File: config.mk
export PLATFORM = sky130hd
export DESIGN_NAME = memory_access_ctrl
export DESIGN_NICKNAME = d
export VERILOG_FILES = /design/src/rtl/memory_access_ctrl_pkg.sv /design/src/rtl/memory_access_ctrl.sv
export SDC_FILE = /design/constraint.sdc
export NUM_CORES = 1
export LEC_CHECK = 0
export BUFFER_PORTS_ARGS = -buffer_cell sky130_fd_sc_hd__buf_2
export CAP_MARGIN = 40
export CORE_AREA = 2 2 102 104
export CTS_BUF_LIST = sky130_fd_sc_hd__clkbuf_8 sky130_fd_sc_hd__clkbuf_16
export CTS_CLUSTER_DIAMETER = 80
export CTS_CLUSTER_SIZE = 12
export DETAILED_ROUTE_END_ITERATION = 8
export DIE_AREA = 0 0 104 106
export GPL_TIMING_DRIVEN = 0
export HOLD_SLACK_MARGIN = 0.05
export PLACE_DENSITY = 0.76
export SLEW_MARGIN = 10
export SYNTH_ARGS = -nofsm -noshare
export SYNTH_HDL_FRONTEND = slang
export SYNTH_SLANG_ARGS = --single-unit
File: constraint.sdc
create_clock -name i_CLK -period 1.6 [get_ports i_CLK]
set_input_delay 0.16 -clock i_CLK [delete_from_list [all_inputs] [get_ports i_CLK]]
set_output_delay 0.16 -clock i_CLK [all_outputs]
set_load 0.01 [all_outputs]
File: src/rtl/memory_access_ctrl_pkg.sv
// Shared pipeline definitions for the memory stage: MemtoReg encodings, FSM states, timeout default.
// Latency: none (types and constants only).
// Backpressure: none (types and constants only).
package memory_access_ctrl_pkg;

  // Result-select encodings carried in MemtoRegM
  localparam logic [1:0] MEMTOREG_ALU = 2'b00;
  localparam logic [1:0] MEMTOREG_MEM = 2'b01;
  localparam logic [1:0] MEMTOREG_PC4 = 2'b10;

  // Memory-stage controller states
  typedef logic [1:0] state_t;
  localparam state_t ST_IDLE = 2'd0;
  localparam state_t ST_BUSY = 2'd1;
  localparam state_t ST_DONE = 2'd2;

  // Cycles allowed in BUSY without an ack before the access is abandoned
  localparam int DEFAULT_TIMEOUT_CYCLES = 16;

endpackage

File: src/rtl/memory_access_ctrl.sv
// Memory-stage controller: turns EX/MEM load/store into a req/ack data-memory access, flags misalign/timeout.
// Latency: 3 cycles per access with ack on the first BUSY cycle, +1 per extra ack-wait cycle; 2 cycles on misalign.
// Backpressure: o_StallM freezes the upstream pipeline from the issuing IDLE cycle until DONE; memory paces via i_DMemAck.
module memory_access_ctrl
  import memory_access_ctrl_pkg::*;
#(
  parameter int DATA_WIDTH     = 32,
  parameter int ADDRESS_WIDTH  = 32,
  parameter int TIMEOUT_CYCLES = DEFAULT_TIMEOUT_CYCLES,
  parameter int CNT_WIDTH      = 5
) (
  input  logic                     i_CLK,
  input  logic                     i_RST,
  input  logic [DATA_WIDTH-1:0]    i_ALUOutM,
  input  logic [DATA_WIDTH-1:0]    i_WriteDataM,
  input  logic                     i_MemWriteM,
  input  logic [1:0]               i_MemtoRegM,
  input  logic                     i_ErrClr,
  input  logic                     i_DMemAck,
  input  logic [DATA_WIDTH-1:0]    i_DMemRData,
  output logic                     o_DMemReq,
  output logic                     o_DMemWe,
  output logic [ADDRESS_WIDTH-1:0] o_DMemAddr,
  output logic [DATA_WIDTH-1:0]    o_DMemWData,
  output logic                     o_StallM,
  output logic [DATA_WIDTH-1:0]    o_ReadDataM,
  output logic                     o_BusErr
);

  state_t               state_q;
  state_t               state_d;
  logic [CNT_WIDTH-1:0] cnt_q;

  logic mem_op;
  logic aligned;
  logic issue;
  logic misalign_hit;
  logic ack_hit;
  logic timeout_hit;

  // A store takes priority when both store and load are flagged
  assign mem_op       = i_MemWriteM | (i_MemtoRegM == MEMTOREG_MEM);
  assign aligned      = (i_ALUOutM[1:0] == 2'b00);
  assign issue        = (state_q == ST_IDLE) && mem_op && aligned;
  assign misalign_hit = (state_q == ST_IDLE) && mem_op && !aligned;
  // Ack is only meaningful while an access is outstanding
  assign ack_hit      = (state_q == ST_BUSY) && i_DMemAck;
  assign timeout_hit  = (state_q == ST_BUSY) && !i_DMemAck &&
                        (cnt_q == CNT_WIDTH'(TIMEOUT_CYCLES - 1));

  // State register
  always_ff @(posedge i_CLK) begin
    if (i_RST) state_q <= ST_IDLE;
    else       state_q <= state_d;
  end

  // Next-state: misaligned ops skip BUSY, DONE always returns to IDLE
  always_comb begin
    state_d = state_q;
    case (state_q)
      ST_IDLE: if (mem_op) state_d = aligned ? ST_BUSY : ST_DONE;
      ST_BUSY: if (ack_hit || timeout_hit) state_d = ST_DONE;
      ST_DONE: state_d = ST_IDLE;
      default: state_d = ST_IDLE;
    endcase
  end

  // Stall from the issuing cycle through BUSY; released in DONE so the pipeline advances
  always_comb begin
    o_StallM = 1'b0;
    case (state_q)
      ST_IDLE: o_StallM = mem_op;
      ST_BUSY: o_StallM = 1'b1;
      default: o_StallM = 1'b0;
    endcase
  end

  // Ack-wait counter, cleared while idle and advanced on every unacked BUSY cycle
  always_ff @(posedge i_CLK) begin
    if (i_RST)                             cnt_q <= '0;
    else if (state_q == ST_IDLE)           cnt_q <= '0;
    else if (state_q == ST_BUSY && !i_DMemAck) cnt_q <= cnt_q + CNT_WIDTH'(1);
  end

  // Request port: captured at issue, held stable until ack or timeout
  always_ff @(posedge i_CLK) begin
    if (i_RST) begin
      o_DMemReq   <= 1'b0;
      o_DMemWe    <= 1'b0;
      o_DMemAddr  <= '0;
      o_DMemWData <= '0;
    end else if (issue) begin
      o_DMemReq   <= 1'b1;
      o_DMemWe    <= i_MemWriteM;
      o_DMemAddr  <= ADDRESS_WIDTH'(i_ALUOutM);
      o_DMemWData <= i_WriteDataM;
    end else if (ack_hit || timeout_hit) begin
      o_DMemReq   <= 1'b0;
    end
  end

  // Load result: memory data on a load ack, zero on any error, otherwise held
  always_ff @(posedge i_CLK) begin
    if (i_RST)                      o_ReadDataM <= '0;
    else if (misalign_hit || timeout_hit) o_ReadDataM <= '0;
    else if (ack_hit && !o_DMemWe)  o_ReadDataM <= i_DMemRData;
  end

  // Sticky bus error; a new error beats a simultaneous clear
  always_ff @(posedge i_CLK) begin
    if (i_RST)                            o_BusErr <= 1'b0;
    else if (misalign_hit || timeout_hit) o_BusErr <= 1'b1;
    else if (i_ErrClr)                    o_BusErr <= 1'b0;
  end

endmodule
======== Word level (Yosys, flattened, before mapping) ========
Cells that the tools add are included.
Widths: inputs -> output; s select.
word-level totals
  register bits ........................... 106
  bits in latches ......................... 0
  memory bits (writable) .................. 0
  memory bits (read-only) ................. 0
  input bits .............................. 103
  output and inout bits ................... 100
  word-level logic and storage cells ...... 43
  memories kept ........................... 0
cells by class
  $add $sub $neg .......................... 1
  multipliers ............................. 0
  div/mod/pow operators ................... 0
  magnitude comparators ................... 0
  equal/unequal tests ..................... 5
  shifts and indexed selects .............. 0
  muxes and demuxes ....................... 9
  bitwise gates (word level) .............. 1
  reductions and logical operators ........ 19
operators with widths
  cell                 number
  $logic_and 1x1->1    7
  $mux 2               3
  $add 5x1->5 const B  1
  $eq 5x4->1 const B   1
  $eq 2x1->1 const B   2
  $logic_not 2->1      2
  $mux 1               4
  $pmux 2 s2           1
  $reduce_bool 2->1    2
  $reduce_or 2->1      2
  $logic_not 1->1      3
  $logic_or 1x1->1     2
  $ne 2x1->1 const B   1
  $ne 2x2->1 const B   1
  $pmux 1 s2           1
  $reduce_and 2->1     1
  $or 1x1->1           1

======== Depth between registers and ports, before layout ========
  depth after elaboration ................. 6
  gate-level depth with buffers ........... 6
  mapped depth without buffers ............ 6

======== Worst setup path after synthesis ========
No wires, ideal clock.
  path type ............................... register -> register
  from .................................... reg cnt_q[0]
  to ...................................... reg o_ReadDataM[10]
  setup time .............................. 0.078 ns
  arrival time ............................ 1.380 ns
  slack ................................... 0.142 ns
  cell stages (with the launch flop) ...... 7
  path buffers ............................ 1
  clock period less this slack ............ 1.458 ns
  path through ............................ dfxtp_1 -> ha_1 -> and3_1 -> ha_1 -> a21o_1 -> buf_2 -> nor3_1
on the way
  cells in the longest elaborated chain, start to end .. 4
RTL lines
  item                              RTL line                   text
  start, declared                   memory_access_ctrl.sv:32   logic [CNT_WIDTH-1:0] cnt_q;
  start signal, assigned            memory_access_ctrl.sv:82   else if (state_q == ST_BUSY && !i_DMemAck) cnt_q <= cnt_q + CNT_WIDTH'(1);
  $eq 5x4->1                        memory_access_ctrl.sv:49   (cnt_q == CNT_WIDTH'(TIMEOUT_CYCLES - 1));
  $logic_and 1x1->1                 memory_access_ctrl.sv:48   assign timeout_hit = (state_q == ST_BUSY) && !i_DMemAck &&
  $logic_or 1x1->1                  memory_access_ctrl.sv:105  else if (misalign_hit || timeout_hit) o_ReadDataM <= '0;
  $reduce_or 2->1 (no source line)  n/a
  end signal, assigned              memory_access_ctrl.sv:106  else if (ack_hit && !o_DMemWe) o_ReadDataM <= i_DMemRData;
  end, declared                     memory_access_ctrl.sv:26   output logic [DATA_WIDTH-1:0] o_ReadDataM,
No other way between the ends.
A chain may end at the register's enable or synchronous reset.

======== Worst setup path after layout ========
  from .................................... reg state_q[1]
  to ...................................... reg o_ReadDataM[27]
on the way
  cells in the longest elaborated chain, start to end .. 5
RTL lines
  item                                                  RTL line                                                                      text
  start, declared                                       memory_access_ctrl.sv:30                                                      state_t state_q;
  start signal, assigned                                memory_access_ctrl.sv:54                                                      else state_q <= state_d;
  $eq 2x1->1 / $logic_not 2->1 (equally long branches)  memory_access_ctrl.sv:47, memory_access_ctrl.sv:48, memory_access_ctrl.sv:45
  $logic_and 1x1->1 (on tied branches) (2 in series)    memory_access_ctrl.sv:48, memory_access_ctrl.sv:45
  $logic_or 1x1->1                                      memory_access_ctrl.sv:105
  $reduce_or 2->1 (no source line)                      n/a
Parallel ways exist; a longest one is shown, timed or not.

==> flow_metrics.env <==
export IMPL_status="completed"
export IMPL_crit_required_ps=1850
export IMPL_p_int_mw=3.79
export IMPL_cp_common_cell="buf_6"
export IMPL_pwr_share_seq_pct=54.3
export IMPL_fp_coreArea_mm2=0.0100
export IMPL_layout_cells_non_filler=842
export IMPL_ys_types=35
export IMPL_die_h_um=106
export IMPL_maxCapViolations=0
export IMPL_cts_root_buf="clkbuf_8"
export IMPL_clock_fmax_mhz=654
export IMPL_combPwrFrac_pct=16.3
export IMPL_max_stage_delay_ps=310
export IMPL_ys_ff_latch=106
export IMPL_area_delta_synth_final_pct=45.0
export IMPL_hpwl_um=8440
export IMPL_slew_violations=0
export IMPL_final_cell_mix="buf_2, nand2b_1, dfxtp_1"
export IMPL_total_power_mw=5.09
export IMPL_power_density_mw_per_mm2=765
export IMPL_first_pass_iters=4
export IMPL_gr_usage_all_layers_pct=21.4
export IMPL_layout_commonest_cell="buf_2"
export IMPL_synth_top_area_share_pct=46.3
export IMPL_tritoncts="built"
export IMPL_netlist_instances=437
export IMPL_power_switching_share_pct=25.5
export IMPL_clk_insertion_delay_late_ps=370
export IMPL_grt_pass1_wl_um=19200
export IMPL_p_leak_nw=2.87
export IMPL_worst_pin_slew_ps=573
export IMPL_yosysWarnings=0
export IMPL_antenna_found_initial=0
export IMPL_skew_ps=9.93
export IMPL_gr_total_overflow=0
export IMPL_placed_area_mm2=0.00576
export IMPL_crit_path_end_kind="register"
export IMPL_peakVddDrop_mv=0.439
export IMPL_synth_edf_count=0
export IMPL_routed_wl_um=12100
export IMPL_period_needed_ps=1530
export IMPL_worstPathArrival_ps=1780
export IMPL_placementRows=37
export IMPL_synthesis_nets=542
export IMPL_synth_async_reset_ratio_pct=0
export IMPL_final_layout_size_suffix_gt1_share_pct=39.1
export IMPL_finalSetupViolCount=0
export IMPL_drt_iter0_drc=130
export IMPL_initial_core_util_pct=45.9
export IMPL_stdcell_area_mm2=0.00665
export IMPL_placed_cells=774
export IMPL_yosysTopAreaCell="dfxtp_1"
export IMPL_die_area_mm2=0.0110
export IMPL_max_slew_margin_rel_pct=61.8
export IMPL_clk_pin_slew_worst_paths_ps=90
export IMPL_wire_per_inst_um=14.4
export IMPL_io_pins=203
export IMPL_worst_setup_path_start_kind="register"
export IMPL_whs_ps=56.9
export IMPL_ant_nets=0
export IMPL_via_per_inst=4.77
export IMPL_p_switching_mw=1.30
export IMPL_io_buffers=201
export IMPL_worst_setup_path_type="reg -> reg"
export IMPL_grt_max_degree=16
export IMPL_crit_chain="buf_6 -> and4bb_1 -> buf_2 -> buf_6 -> mux2i_1 -> nor3_2"
export IMPL_grt_pass1_vias=4100
export IMPL_setup_tns_ps=0
export IMPL_hold_viol=0
export IMPL_seq_area_frac_synth_pct=46.3
export IMPL_cts_made_buffers=9
export IMPL_netlist_area_mm2=0.00459
export IMPL_gp_congestion=0.800
export IMPL_final_period_utilization_pct=95.5
export IMPL_clockBufferDepth=2
export IMPL_synth_ff_type="dfxtp_1"
export IMPL_die_x_um=104
export IMPL_avgSynthCellArea_um2=10.5
export IMPL_hp_class="in -> reg"
export IMPL_via_count=4018
export IMPL_cts_sinks=106
export IMPL_fin_nets=807
export IMPL_critPathBufInv=3
export IMPL_critPathMaxFanout=10
export IMPL_htree_levels=3
export IMPL_n_antenna_cell=0
export IMPL_synth_area_leaders="dfxtp_1, mux2i_1, nand2b_1"
export IMPL_drc_errors=0
export IMPL_p_clk_share_pct=29.4
export IMPL_slowest_stage="dfxtp_1"
export IMPL_critPathTopFamily="buffers and inverters"
-- metal layers --
layer  wire [um]  GRT usage, %  part of all wire, %
met5           0             0                    0
met4         193          7.63                  1.6
met3         942          6.93                  7.8
met2        6070          38.8                   50
met1        4940          23.5                   41
-- final timing paths --
kind | from | to | slack [ps] | cells after the start
worst max-delay path | state_q[1]$_SDFFE_PP0P_ | o_ReadDataM[27]$_SDFFE_PP0P_ | 70 | 6
worst min-delay path | i_ALUOutM[12] | o_DMemAddr[12]$_SDFFE_PP0P_ | 60 | 3
worst max register to register | state_q[1]$_SDFFE_PP0P_ | o_ReadDataM[27]$_SDFFE_PP0P_ | 70 | 6
worst min register to register | o_DMemAddr[1]$_SDFFE_PP0P_ | o_DMemAddr[1]$_SDFFE_PP0P_ | 470 | 1
-- sequential cells by signal (all words and copies together) (netlist names) --
name         flops
cnt_q            5
o_BusErr         1
o_DMemAddr      32
o_DMemReq        1
o_DMemWData     32
o_DMemWe         1
o_ReadDataM     32
state_q          2
-- tightest hold or removal path, cell delays in order --
cell and delay, ps:
buf_2 100, nand2b_1 50, mux2i_1 60
-- final cells by class --
| class | instances | area, um2 |
|---|---|---|
| inverter | 2 | 7.51 |
| sequential | 106 | 2120 |
| timing repair buffer | 254 | 1510 |
| buffer | 33 | 282 |
| clock buffer | 11 | 151 |
| multi-input combinational | 296 | 2380 |
| clock inverter | 4 | 20.0 |
| tap | 136 | 170 |
| fill | 804 | 3350 |
-- power by group through the flow --
stage | clock, mW | sequential (mW) | combinational (mW)
2_1_floorplan | 0 | 2.86 | 0.360
3_3_place_gp | 0 | 2.82 | 0.671
3_5_place_dp | 0 | 2.82 | 0.688
4_1_cts | 1.53 | 2.76 | 0.778
5_1_grt | 1.63 | 2.77 | 0.898
6_report | 1.50 | 2.76 | 0.829
-- synth_stat cells, types with 3 or more instances --
cell type  number
nor2_1          7
a21oi_1         5
buf_6           4
o21ai_0         3
mux2i_1        95
nor3_1         33
nand2b_1      126
clkbuf_1       18
dfxtp_1       106
buf_2           4
buf_12          5
-- cell families after synthesis --
logic type | count (synthesis) | synth area share [%]
and+or+nand+nor | 180 | 23.9
DFF | 106 | 46.3
muxes | 95 | 20.7
buffers and inverters | 35 | 5.73
AOI/OAI and AO/OA | 17 | 2.46
xor gates and xnor gates | 2 | 0.382
adders and majority gates | 2 | 0.546
-- metrics by stage --
step                      utilization, %  setup slack [ps]
after floorplan                        -               142
after global placement              57.6              -219
after detailed placement            57.6              -246
after CTS                           63.9              2.27
after global routing                66.5             -58.6
final                               66.5              71.7
-- repair_timing --
item / in CTS / in global routing
endpoints found under the hold margin: 42 / 2
gates resized for setup: 6 / 44
setup buffers: 1 / 8
pin swaps: 0 / 1
setup endpoints to repair: 39 / 70
hold buffers: 42 / 2
Power figures use the tool's default switching activity.
